File: config.mk
export PLATFORM = sky130hd
export DESIGN_NAME = wb_fade_master_flat
export DESIGN_NICKNAME = d
export VERILOG_FILES = /design/src/rtl/wb_fade_master_if.sv /design/src/rtl/wb_fade_master.sv /design/src/flat_wrapper.sv
export SDC_FILE = /design/constraint.sdc
export NUM_CORES = 1
export LEC_CHECK = 0
export ABC_AREA = 1
export BUFFER_PORTS_ARGS = -buffer_cell sky130_fd_sc_hd__clkbuf_2
export CAP_MARGIN = 20
export CORE_MARGIN = 2
export CORE_UTILIZATION = 40
export DETAILED_ROUTE_END_ITERATION = 6
export PLACE_DENSITY_LB_ADDON = 0.2
export SLEW_MARGIN = 40
export SYNTH_ARGS = -nofsm -noshare
export SYNTH_HDL_FRONTEND = slang
export SYNTH_SLANG_ARGS = --single-unit
File: constraint.sdc
create_clock -name wb_clk_i -period 2.8 [get_ports wb_clk_i]
set_input_delay 0.56 -clock wb_clk_i [delete_from_list [all_inputs] [get_ports wb_clk_i]]
set_output_delay 0.56 -clock wb_clk_i [all_outputs]
set_load 0.005 [all_outputs]
File: src/rtl/wb_fade_master_if.sv
// Wishbone pipelined bus bundle between the fade master and the PWM slave.
`timescale 1ns/1ps

interface wb_fade_master_if;
    logic        wb_cyc_o;
    logic        wb_stb_o;
    logic        wb_we_o;
    logic [31:0] wb_adr_o;
    logic [31:0] wb_dat_o;
    logic        wb_stall_i;
    logic        wb_ack_i;

    modport master (
        output wb_cyc_o,
        output wb_stb_o,
        output wb_we_o,
        output wb_adr_o,
        output wb_dat_o,
        input  wb_stall_i,
        input  wb_ack_i
    );

    modport slave (
        input  wb_cyc_o,
        input  wb_stb_o,
        input  wb_we_o,
        input  wb_adr_o,
        input  wb_dat_o,
        output wb_stall_i,
        output wb_ack_i
    );
endinterface

File: src/rtl/wb_fade_master.sv
// Wishbone pipelined master that animates the PWM LED peripheral: each channel
// holds a triangle-wave duty that steps on every prescaler tick, and each tick
// triggers a sweep that writes the current duties to PWM registers 0..CHANNELS-1.
`timescale 1ns/1ps

module wb_fade_master #(
    parameter int CHANNELS    = 3,
    parameter int BITS        = 5,
    parameter int TICK_DIV    = 65536,
    parameter int ACK_TIMEOUT = 15
) (
    input  logic                    wb_clk_i,
    input  logic                    wb_rst_ni,
    input  logic                    enable_i,
    wb_fade_master_if.master        wb,
    output logic                    busy_o,
    output logic                    timeout_o
);

    localparam int MAX  = (1 << BITS) - 1;
    localparam int CH_W = (CHANNELS > 1) ? $clog2(CHANNELS) : 1;
    localparam int PS_W = $clog2(TICK_DIV);
    localparam int TO_W = (ACK_TIMEOUT > 1) ? $clog2(ACK_TIMEOUT) : 1;

    localparam logic [BITS-1:0] DUTY_MAX = BITS'(MAX);
    localparam logic [PS_W-1:0] PS_LAST  = PS_W'(TICK_DIV - 1);
    localparam logic [TO_W-1:0] TO_LAST  = TO_W'(ACK_TIMEOUT - 1);
    localparam logic [CH_W-1:0] CH_LAST  = CH_W'(CHANNELS - 1);

    localparam logic [1:0] ST_IDLE     = 2'd0;
    localparam logic [1:0] ST_REQUEST  = 2'd1;
    localparam logic [1:0] ST_WAIT_ACK = 2'd2;
    localparam logic [1:0] ST_NEXT     = 2'd3;

    logic [1:0]      state;
    logic [CH_W-1:0] ch;
    logic [CH_W-1:0] ch_inc;
    logic [PS_W-1:0] prescaler;
    logic            tick;
    logic            pending;
    logic [TO_W-1:0] wait_cnt;
    logic [31:0]     adr_q;
    logic [31:0]     dat_q;

    logic [BITS-1:0] duty      [CHANNELS];
    logic            dir_down  [CHANNELS];
    logic [BITS-1:0] duty_next [CHANNELS];
    logic            dir_next  [CHANNELS];

    assign tick   = enable_i && (prescaler == PS_LAST);
    assign ch_inc = ch + CH_W'(1);

    // Free-running prescaler while enabled, parked at zero while disabled.
    always_ff @(posedge wb_clk_i or negedge wb_rst_ni) begin
        if (!wb_rst_ni) begin
            prescaler <= '0;
        end else if (!enable_i || tick) begin
            prescaler <= '0;
        end else begin
            prescaler <= prescaler + PS_W'(1);
        end
    end

    // Triangle step for every channel: bounce at the ends instead of wrapping.
    always_comb begin
        for (int c = 0; c < CHANNELS; c++) begin
            duty_next[c] = duty[c];
            dir_next[c]  = dir_down[c];
            if (tick) begin
                if (!dir_down[c] && duty[c] == DUTY_MAX) begin
                    dir_next[c]  = 1'b1;
                    duty_next[c] = DUTY_MAX - BITS'(1);
                end else if (dir_down[c] && duty[c] == '0) begin
                    dir_next[c]  = 1'b0;
                    duty_next[c] = BITS'(1);
                end else if (dir_down[c]) begin
                    duty_next[c] = duty[c] - BITS'(1);
                end else begin
                    duty_next[c] = duty[c] + BITS'(1);
                end
            end
        end
    end

    // Duty registers start spread evenly across the range so channels are out of phase.
    always_ff @(posedge wb_clk_i or negedge wb_rst_ni) begin
        if (!wb_rst_ni) begin
            for (int c = 0; c < CHANNELS; c++) begin
                duty[c]     <= BITS'((c * MAX) / CHANNELS);
                dir_down[c] <= 1'b0;
            end
        end else begin
            for (int c = 0; c < CHANNELS; c++) begin
                duty[c]     <= duty_next[c];
                dir_down[c] <= dir_next[c];
            end
        end
    end

    // One-deep tick memory: a tick during a sweep requests exactly one more sweep.
    always_ff @(posedge wb_clk_i or negedge wb_rst_ni) begin
        if (!wb_rst_ni) begin
            pending <= 1'b0;
        end else if (state == ST_IDLE) begin
            pending <= pending && tick;
        end else begin
            pending <= pending || tick;
        end
    end

    // Sweep sequencer; address/data are latched on entry to REQUEST using post-step duties.
    always_ff @(posedge wb_clk_i or negedge wb_rst_ni) begin
        if (!wb_rst_ni) begin
            state     <= ST_IDLE;
            ch        <= '0;
            wait_cnt  <= '0;
            timeout_o <= 1'b0;
            adr_q     <= '0;
            dat_q     <= '0;
        end else begin
            case (state)
                ST_IDLE: begin
                    if (tick || pending) begin
                        state <= ST_REQUEST;
                        ch    <= '0;
                        adr_q <= '0;
                        dat_q <= 32'(duty_next[0]);
                    end
                end
                ST_REQUEST: begin
                    if (!wb.wb_stall_i) begin
                        state    <= ST_WAIT_ACK;
                        wait_cnt <= '0;
                    end
                end
                ST_WAIT_ACK: begin
                    if (wb.wb_ack_i) begin
                        state <= ST_NEXT;
                    end else if (wait_cnt == TO_LAST) begin
                        state     <= ST_NEXT;
                        timeout_o <= 1'b1;
                    end else begin
                        wait_cnt <= wait_cnt + TO_W'(1);
                    end
                end
                ST_NEXT: begin
                    if (ch < CH_LAST) begin
                        state <= ST_REQUEST;
                        ch    <= ch_inc;
                        adr_q <= 32'(ch_inc);
                        dat_q <= 32'(duty_next[ch_inc]);
                    end else begin
                        state <= ST_IDLE;
                    end
                end
                default: state <= ST_IDLE;
            endcase
        end
    end

    assign wb.wb_cyc_o = (state == ST_REQUEST) || (state == ST_WAIT_ACK);
    assign wb.wb_stb_o = (state == ST_REQUEST);
    assign wb.wb_we_o  = 1'b1;
    assign wb.wb_adr_o = adr_q;
    assign wb.wb_dat_o = dat_q;
    assign busy_o      = (state != ST_IDLE);

endmodule

File: src/flat_wrapper.sv
// flat-port wrapper written by rule: the top's interface ports become plain ports
module wb_fade_master_flat 
#(
    parameter int CHANNELS    = 3,
    parameter int BITS        = 5,
    parameter int TICK_DIV    = 65536,
    parameter int ACK_TIMEOUT = 15
)
  (wb_clk_i, wb_rst_ni, enable_i, busy_o, timeout_o, wb_wb_cyc_o, wb_wb_stb_o, wb_wb_we_o, wb_wb_adr_o, wb_wb_dat_o, wb_wb_stall_i, wb_wb_ack_i);
  wb_fade_master_if wb_i ();
  input  logic wb_clk_i;
  input  logic wb_rst_ni;
  input  logic enable_i;
  output logic busy_o;
  output logic timeout_o;
  output wire logic [$bits(wb_i.wb_cyc_o)-1:0] wb_wb_cyc_o;
  output wire logic [$bits(wb_i.wb_stb_o)-1:0] wb_wb_stb_o;
  output wire logic [$bits(wb_i.wb_we_o)-1:0] wb_wb_we_o;
  output wire logic [$bits(wb_i.wb_adr_o)-1:0] wb_wb_adr_o;
  output wire logic [$bits(wb_i.wb_dat_o)-1:0] wb_wb_dat_o;
  input wire logic [$bits(wb_i.wb_stall_i)-1:0] wb_wb_stall_i;
  input wire logic [$bits(wb_i.wb_ack_i)-1:0] wb_wb_ack_i;
  assign wb_wb_cyc_o = wb_i.wb_cyc_o;
  assign wb_wb_stb_o = wb_i.wb_stb_o;
  assign wb_wb_we_o = wb_i.wb_we_o;
  assign wb_wb_adr_o = wb_i.wb_adr_o;
  assign wb_wb_dat_o = wb_i.wb_dat_o;
  assign wb_i.wb_stall_i = wb_wb_stall_i;
  assign wb_i.wb_ack_i = wb_wb_ack_i;
  wb_fade_master #(.CHANNELS(CHANNELS), .BITS(BITS), .TICK_DIV(TICK_DIV), .ACK_TIMEOUT(ACK_TIMEOUT)) u_core (.wb_clk_i(wb_clk_i), .wb_rst_ni(wb_rst_ni), .enable_i(enable_i), .wb(wb_i), .busy_o(busy_o), .timeout_o(timeout_o));
endmodule
==> key figures <==
Clock tree
  • Skew-Pair Late Insertion Delay: 0.31 ns
  • CTS buffer count: 5
  • H-Tree Depth: 2
  • CTS tree: yes
  • Clock Path Buffers: 2
  • Root Buffer: clkbuf_8
  • Reg clk slew, reported paths: 0.09 ns
  • Post-CTS sizing: 0
  • CTS Sinks: 49
  • Hold buffers post-CTS: 0
  • Post-CTS Setup Repair Bufs: 0

Die
  • Die Width: 97.3 um
  • Core area: 8590 sq um
  • Die area: 9460 sq um
  • Starting density of the core: 40.5%
  • Std-Cell Rows: 34
  • Num ports: 74
  • Die H: 97.3 um

Timing
  • Slew headroom: 64.0%
  • Tmin final: 2.06 ns
  • Worst-Margin Slew: 0.535 ns
  • Clock Skews: 0.00942 ns
  • RSZ-0062 raised after global routing: no
  • Pins over their slew limit: 0
  • Final TNS setup: 0 ns
  • Final setup viols: 0
  • Final hold vios: 0
  • Hold_ws: 0.110 ns
  • Final period util: 73.6%
  • Fmax: 0.485 GHz

Synthesis
  • Synth area leader: dfrtp_1
  • Mapped cell area: 3480 sq um
  • Avg Cell Area, Syn: 7.70 sq um
  • Post-Synth Adder-Cell Area: 7.84%
  • Main synth FF type: dfrtp_1
  • Synth Register Bits: 49
  • Post-synthesis sequential area ratio: 35.4%
  • Synth top area share: 32.4%
  • Post-Synth XOR/XNOR Area: 3.27%
  • Synth cell types: 33
  • Synth warn: 0
  • Largest family of logic cells by synthesized area: simple AND/OR/NAND/NOR gates
  • Synth Area in Compound Gates: 8.27%
  • Asr flop ratio synth: 100%
  • Mux contribution to synthesized area: 0%
  • Gate Count Post-Synth: 452
  • Number of flops mapped to enable cells by yosys: 0
  • Commonest cells post-synth: nand2_1 (115), buf_4 (59), inv_1 (51), dfrtp_1 (45), nor2_1 (29)
  • Most frequent cell after synthesis: nand2_1
  • Synth area leaders: dfrtp_1 (32%), buf_4 (13%), nand2_1 (12%)
  • Simple-gate share of the synthesized area: 25.8%

Setup path
  • Crit end category: flop
  • WP data arrival: 2.25 ns
  • Crit start category: flop
  • Reg-to-reg critical path endpoint: u_core.wb.wb_dat_o[1]
  • Flop2flop setup slack: 0.74 ns
  • R2R depth: 9
  • R2R Path Start: u_core.prescaler[0]
  • Worst-path fanout max: 18
  • Data required, critical path: 2.99 ns
  • WS Path Type: reg -> reg

Placement
  • Area post-placement: 3450 sq um
  • Detailed placement HPWL: 4.90 mm
  • Post-Place Cells: 571
  • Placer Congestion: 0.806
  • Input/output buffers: 15

Detailed routing
  • Via density: 4.45
  • # DRC: 0
  • Vias: 2579
  • Iter 0 DRT Violations: 108
  • WL per Instance: 10.9 um
  • DRT Wirelength: 6.29 mm
  • Routed Antenna Nets: 0
  • DRT Pass-1 Iters: 4

Power
  • Max IR drop VDD: 0.224 mV
  • Pwr dens: 333 nW/um^2
  • Leakage power: 0.00195 uW

Cells and area
  • Final instance area: 3530 sq um
  • Finished Layout Cells: 579
  • Fill cells: 935
  • Area growth from synthesis to layout: 1.55%
  • Layout cells sized above 1: 9.34%
  • Total Nets Final: 495
  • Antenna cells: 0
  • Util after Layout: 41.1%

Global route
  • Initial antenna violation count: 0
  • First-pass GRT wire length: 11.1 mm
  • Remaining global-route overflow: 0
  • Vias in the first global route: 2434
  • Largest net degree at the start of global routing: 24
  • GRT Util Overall: 14.0%

Job
  • Max-cap violations: 0

Worst hold path
  • HP Class: in -> async

Run status
  • Status: completed
==> layout by cell type, fill, tap and decap left out <==
cell type	netlist	layout
o21bai_1	1	1
ha_1	17	17
dfstp_2	4	4
nand3_1	27	27
nand3b_1	3	3
nand4_1	5	5
xnor2_1	2	2
nor2_2	4	4
nor2_1	29	29
clkbuf_2	0	15
a22oi_1	1	1
nand3b_4	1	1
clkbuf_1	0	2
buf_4	59	3
inv_1	51	51
dfrtp_1	45	45
nand2_2	7	7
o21ai_0	12	12
clkbuf_8	0	5
nand3_2	2	2
o22ai_1	2	2
a31oi_1	1	1
a211oi_1	3	3
fa_1	3	3
nor3b_1	3	3
a21boi_1	4	4
clkinvlp_4	0	1
nand2_1	115	115
nor3_1	7	7
clkinv_2	1	1
conb_1	2	58
o21a_1	3	3
xor2_1	11	11
o21ai_2	1	1
a21oi_1	22	22
==> how the worst max path moves through the flow <==
stage	from	to	slack (ns)	cells after the start
floorplan	u_core.dir_down[2]	u_core.wb.wb_dat_o[4]	1.12	10
global placement	u_core.prescaler[0]	u_core.wb.wb_dat_o[2]	0.80	9
detailed placement	u_core.prescaler[0]	u_core.wb.wb_dat_o[0]	0.72	9
CTS	u_core.prescaler[0]	u_core.wb.wb_dat_o[3]	0.71	9
global route	u_core.prescaler[0]	u_core.wb.wb_dat_o[1]	0.45	9
finish	u_core.prescaler[0]	u_core.wb.wb_dat_o[1]	0.74	9
==> logic make-up after synthesis <==
group	Yosys count
AO/OA/AOI/OAI	50
XOR/XNOR	13
adder cells (fa/ha/maj)	20
other	2
AND/OR/NAND/NOR	203
flip-flops	49
buffers and inverters	115
==> flip-flops by register name, indices dropped and copies added (netlist names) <==
register,count
u_core.prescaler,16
u_core.duty,15
u_core.wb.wb_dat_o,5
u_core.wait_cnt,4
u_core.dir_down,3
u_core.state,2
u_core.wb.wb_adr_o,2
u_core.pending,1
u_core.timeout_o,1
==> report_power, final <==
part           internal, uW  total, uW  switching, uW
clock network           177        414            237
logic                  8.15       49.6           41.5
registers               711        713           2.27
==> worst max-delay path, stage by stage, from the launching register on <==
cell	delay [ns]
dfrtp_1	0.38
ha_1	0.19
nand2_2	0.07
nor2_2	0.13
nand2_2	0.09
nand3b_4	0.30
nand3_2	0.15
nand3_1	0.30
a21oi_1	0.25
a21boi_1	0.08
==> layout make-up <==
class                           count  area [sq um]  area share (%)
Inverter                           52           196            5.56
Clock inverter                      1          7.51           0.213
Timing Repair Buffer               18          97.6            2.76
Sequential cell                    49          1230            34.9
Multi-Input combinational cell    344          1790            50.6
Clock buffer                        7          76.3            2.16
Tap cell                          108           135            3.83
==> routing by layer <==
layer | wire (um) | track usage, % | up-vias
met5 | 0 | 0 | -
met4 | 50 | 3.74 | 0
met3 | 166 | 2.45 | 5
met2 | 3000 | 23.2 | 44
met1 | 3080 | 19.1 | 1176
li1 | - | - | 1354
==> metrics by stage <==
step                      power [uW]  setup WS, ns
after global placement           776         0.802
after global routing            1240         0.455
after detailed placement         777         0.715
final                           1180         0.740
after floorplan                  812          1.12
after CTS                       1200         0.709
Power figures use the tool's default switching activity.
